File: src/rtl/fb_write_ctrl.sv
// Byte-stream command sequencer driving the framebuffer RAM write port: SET_XY, PIXEL, FILL, CLR_ERR.
// Latency: a pixel write occupies the cycle after its colour byte; rx_ready drops during WRITE and FILL.
module fb_write_ctrl #(
  parameter int RES_X      = 320,
  parameter int RES_Y      = 240,
  parameter int MEM_WIDTH  = 8,
  parameter int MEM_DEPTH  = RES_X * RES_Y,
  parameter int ADDR_WIDTH = $clog2(MEM_DEPTH),
  parameter int X_BITS     = $clog2(RES_X),
  parameter int Y_BITS     = $clog2(RES_Y)
) (
  input  logic                  clk,
  input  logic                  rst_n,
  input  logic [7:0]            rx_data,
  input  logic                  rx_valid,
  output logic                  rx_ready,
  output logic [ADDR_WIDTH-1:0] mem_addr,
  output logic [MEM_WIDTH-1:0]  mem_din,
  output logic                  mem_wen,
  output logic                  busy,
  output logic                  err
);

  typedef enum logic [1:0] {S_IDLE, S_ARG, S_WRITE, S_FILL} state_t;

  localparam logic [7:0] OP_SET_XY  = 8'h01;
  localparam logic [7:0] OP_PIXEL   = 8'h02;
  localparam logic [7:0] OP_FILL    = 8'h03;
  localparam logic [7:0] OP_CLR_ERR = 8'h04;

  state_t                state_q, state_d;
  logic [7:0]            op_q, op_d;
  logic [1:0]            cnt_q, cnt_d;
  logic                  xhi_q, xhi_d;
  logic [7:0]            xlo_q, xlo_d;
  logic [X_BITS-1:0]     cur_x_q, cur_x_d;
  logic [Y_BITS-1:0]     cur_y_q, cur_y_d;
  logic [ADDR_WIDTH-1:0] addr_q, addr_d;
  logic [MEM_WIDTH-1:0]  din_q, din_d;
  logic                  err_q, err_d;

  logic                  accept;
  logic [ADDR_WIDTH-1:0] cur_addr;
  logic [X_BITS-1:0]     new_x;
  logic [31:0]           new_x32;
  logic [31:0]           new_y32;

  assign rx_ready = rst_n && ((state_q == S_IDLE) || (state_q == S_ARG));
  assign accept   = rx_valid && rx_ready;
  assign mem_wen  = (state_q == S_WRITE) || (state_q == S_FILL);
  assign busy     = (state_q != S_IDLE);
  assign err      = err_q;
  assign mem_addr = addr_q;
  assign mem_din  = din_q;

  // Full-width product so the bottom-right pixel never aliases to a lower address.
  assign cur_addr = ADDR_WIDTH'(cur_y_q) * ADDR_WIDTH'(RES_X) + ADDR_WIDTH'(cur_x_q);
  assign new_x    = X_BITS'({xhi_q, xlo_q});
  assign new_x32  = 32'(new_x);
  assign new_y32  = 32'(rx_data);

  always_comb begin
    state_d = state_q;
    op_d    = op_q;
    cnt_d   = cnt_q;
    xhi_d   = xhi_q;
    xlo_d   = xlo_q;
    cur_x_d = cur_x_q;
    cur_y_d = cur_y_q;
    addr_d  = addr_q;
    din_d   = din_q;
    err_d   = err_q;

    case (state_q)
      S_IDLE: begin
        if (accept) begin
          op_d = rx_data;
          case (rx_data)
            OP_SET_XY: begin
              cnt_d   = 2'd3;
              state_d = S_ARG;
            end
            OP_PIXEL, OP_FILL: begin
              cnt_d   = 2'd1;
              state_d = S_ARG;
            end
            OP_CLR_ERR: err_d = 1'b0;
            default:    err_d = 1'b1;
          endcase
        end
      end

      S_ARG: begin
        if (accept) begin
          cnt_d = cnt_q - 2'd1;
          case (op_q)
            OP_SET_XY: begin
              if (cnt_q == 2'd3) begin
                xhi_d = rx_data[0];
              end else if (cnt_q == 2'd2) begin
                xlo_d = rx_data;
              end else begin
                if (new_x32 >= 32'(RES_X) || new_y32 >= 32'(RES_Y)) begin
                  err_d = 1'b1;
                end else begin
                  cur_x_d = new_x;
                  cur_y_d = rx_data[Y_BITS-1:0];
                end
                state_d = S_IDLE;
              end
            end
            OP_PIXEL: begin
              addr_d  = cur_addr;
              din_d   = rx_data[MEM_WIDTH-1:0];
              state_d = S_WRITE;
            end
            default: begin
              addr_d  = '0;
              din_d   = rx_data[MEM_WIDTH-1:0];
              state_d = S_FILL;
            end
          endcase
        end
      end

      S_WRITE: begin
        state_d = S_IDLE;
        if (cur_x_q == X_BITS'(RES_X - 1)) begin
          cur_x_d = '0;
          cur_y_d = (cur_y_q == Y_BITS'(RES_Y - 1)) ? '0 : cur_y_q + 1'b1;
        end else begin
          cur_x_d = cur_x_q + 1'b1;
        end
      end

      S_FILL: begin
        if (addr_q == ADDR_WIDTH'(MEM_DEPTH - 1)) begin
          state_d = S_IDLE;
          cur_x_d = '0;
          cur_y_d = '0;
        end else begin
          addr_d = addr_q + 1'b1;
        end
      end

      default: state_d = S_IDLE;
    endcase
  end

  always_ff @(posedge clk or negedge rst_n) begin
    if (!rst_n) begin
      state_q <= S_IDLE;
      op_q    <= '0;
      cnt_q   <= '0;
      xhi_q   <= 1'b0;
      xlo_q   <= '0;
      cur_x_q <= '0;
      cur_y_q <= '0;
      addr_q  <= '0;
      din_q   <= '0;
      err_q   <= 1'b0;
    end else begin
      state_q <= state_d;
      op_q    <= op_d;
      cnt_q   <= cnt_d;
      xhi_q   <= xhi_d;
      xlo_q   <= xlo_d;
      cur_x_q <= cur_x_d;
      cur_y_q <= cur_y_d;
      addr_q  <= addr_d;
      din_q   <= din_d;
      err_q   <= err_d;
    end
  end

endmodule

File: config.mk
export PLATFORM = sky130hd
export DESIGN_NAME = fb_write_ctrl
export DESIGN_NICKNAME = d
export VERILOG_FILES = /design/src/rtl/fb_write_ctrl.sv
export SDC_FILE = /design/constraint.sdc
export NUM_CORES = 1
export LEC_CHECK = 0
export ABC_AREA = 1
export CAP_MARGIN = 10
export CORE_ASPECT_RATIO = 0.7
export CORE_UTILIZATION = 40
export CTS_CLUSTER_DIAMETER = 200
export DETAILED_ROUTE_END_ITERATION = 8
export PLACE_DENSITY_LB_ADDON = 0.2
export SYNTH_ARGS = -nofsm -noshare
export SYNTH_HDL_FRONTEND = slang
export SYNTH_SLANG_ARGS = --single-unit
File: constraint.sdc
create_clock -name clk -period 3.3 [get_ports clk]
set_clock_uncertainty 0.05 [all_clocks]
set_input_delay 0.495 -clock clk [delete_from_list [all_inputs] [get_ports clk]]
set_output_delay 0.495 -clock clk [all_outputs]
set_load 0.05 [all_outputs]
==> flow_summary.ini <==
[status]
status = completed

[clock_tree]
cts_num_sinks = 64
htreeDepth = 3
clk_pin_slew_ns = 0.06
clockBufferDepth = 2
post_cts_buffers = 0
cts_tree = built
cts-buffers-inserted = 9
cts-root-buf = clkbuf_16
clkLatencyLatePin_ns = 0.33

[timing]
fmax_mhz = 346.2
final-setup-viol-count = 0
post-route-period-util = 0.8752
hold_viol = 0
drv_slew = 0
slew-limit-headroom = 0.6540
worst_slew_pin_slew_ns = 0.5142
grt_setup_unrepaired = false
period_needed_ns = 2.888
tns_ns = 0

[logic_synthesis]
ys_seq_area_frac = 0.3797
synthCells = 589
netlist_area_sq_um = 4218
syn-num-nets = 622
ys_ff_latch = 64
yosysWarnings = 0
ys_async_sr_fraction = 1.000
synthTopCellsByArea = dfrtp_1, nand2_1, o21ai_0
yosysTopAreaCell = dfrtp_1
synth_cell_types = 42
syn_avg_cell_area_sq_um = 7.161
synth_most_common_cell = nand2_1
synth_flop_cell = dfrtp_1
synth_top_area_share = 0.3797
synth_commonest_cells = nand2_1, dfrtp_1, o21ai_0, inv_1, nor2_1
synth_edf_count = 0

[final_layout]
fin_nets = 668
area_growth_pct = 20.59
post-route-util = 0.5113
diodes = 0
drive_gt1_frac = 0.06563

[worst_setup_path]
critPathKind = input port to primary output
critPathRequiredTime_ns = 2.75
end_kind = primary output
crit_fanout = 8
arrival_ns = 2.34
cp-start-kind = input port
r2r_slack_ns = 0.64

[drt]
post_drt_wl_per_cell_um = 14.22
vias = 4032
routed_wl_um = 10920
drc = 0
ant_nets = 0
drtIter0Drc = 336
viasPerCell = 5.250
first_pass_iters = 5

[global_route]
grt_max_degree = 35
grt_pass1_wl_um = 18650
grt_pass1_vias = 3738
grt_util_all_layers = 0.2152
antenna_found_initial = 0
grt.overflow.total = 0

[pwr]
ir_drop_v = 0.0003754
p_per_area_nw_per_um2 = 957.8
leakagePower_nw = 2.340

[floorplan]
die_y_um = 87.92
io-pin-count = 40
die_area_sq_um = 10970
initial_core_util = 0.4240
rows = 30
core_sq_um = 9947
dieWidth_um = 124.7

[min_path]
hp-class = flip-flop to flip-flop

[placement]
place.gp.congestion = 0.9170
hpwl_um = 8221
io_buffers = 39

[flow_run]
maxCapViolCount = 0
==> per-stage QoR <==
stage	cells	cell area, sq um	power (mW)	setup slack [ns]	hold slack (ns)
detailed placement	751	4755	3.826	0.6639	0.3011
floorplan	589	4218	3.136	0.9236	0.1494
global route	768	5086	5.268	0.3373	0.4515
CTS	768	5086	4.886	0.3984	0.4297
finish	768	5086	4.872	0.4119	0.4253
global placement	751	4755	3.784	0.7735	0.3021
==> what timing repair did <==
item                                    4_1_cts  5_1_grt
endpoints found under the hold margin         4        0
endpoints found under the setup margin        0        0
resized for setup                             0        0
hold buffers                                  1        0
==> report_power, final <==
| part | internal [mW] | leakage, nW | switching [mW] |
|---|---|---|---|
| Sequential | 1.06 | 0.828 | 0.320 |
| Combinational | 0.838 | 1.35 | 1.61 |
| Clock | 0.678 | 0.158 | 0.363 |
==> critical path, cell delays in order <==
cell,delay (ns)
dlygate4sd3_1,0.54
buf_2,0.23
inv_1,0.08
nor2_1,0.16
clkdlybuf4s50_1,0.83
==> path summary, 6_finish.rpt <==
kind,start,to,depth (start not counted)
worst max-delay path,rst_n,rx_ready,5
worst min-delay path,op_q[2]$_DFFE_PN0P_,op_q[2]$_DFFE_PN0P_,2
worst max register to register,cur_y_q[1]$_DFFE_PN0P_,mem_addr[15]$_DFFE_PN0P_,11
worst min register to register,op_q[2]$_DFFE_PN0P_,op_q[2]$_DFFE_PN0P_,2
max in group asynchronous,rst_n,mem_addr[7]$_DFFE_PN0P_,3
min in group asynchronous,rst_n,op_q[3]$_DFFE_PN0P_,2
==> kinds of logic (layout without fill, tap and decap cells) <==
family	count (synthesis)	after routing	share of synthesized area
and+or+nand+nor	313	313	0.3195
AOI/OAI and AO/OA	108	108	0.1430
buffers and inverters	76	127	0.07594
DFF	64	64	0.3797
adders and majority gates	22	22	0.06882
xor gates and xnor gates	5	5	0.01038
muxes	1	1	0.002670
==> routing by layer <==
layer | routed length, um | global-route usage | vias up
met5 | 0 | 0 | -
met4 | 34 | 0.04272 | 0
met3 | 537 | 0.04887 | 4
met2 | 4647 | 0.3199 | 87
met1 | 5700 | 0.3193 | 1897
li1 | - | - | 2044
==> layout make-up <==
type | instances | area (sq um)
tap | 128 | 160.2
multi-input combinational | 449 | 2296
timing repair buffer | 48 | 455.4
inverter | 63 | 251.5
sequential | 64 | 1602
fill | 963 | 4861
clock inverter | 6 | 82.58
clock buffer | 10 | 239.0
==> sequential cells by signal, summed over array words and instances, names as in the netlist <==
name / count
xlo_q: 8
state_q: 2
mem_din: 8
err: 1
xhi_q: 1
mem_addr: 17
cnt_q: 2
cur_y_q: 8
op_q: 8
cur_x_q: 9
==> placed cells by master (no fill, tap or decap), drive strengths merged, types with 2 or more instances in the layout <==
cell and instances:
xnor2 2, clkdlybuf4s50 38, or2 4, nand4 12
fa 2, dfrtp 64, clkinv 5, clkbuf 10
a31oi 8, nand2 183, buf 9, nor3 16
o21ai 69, bufinv 2, xor2 3, nand3 39
inv 61, o22ai 8, ha 20, nor2 55
a21oi 15, and3 2, o32ai 2
Note: power is estimated with default switching activity, not from simulation.
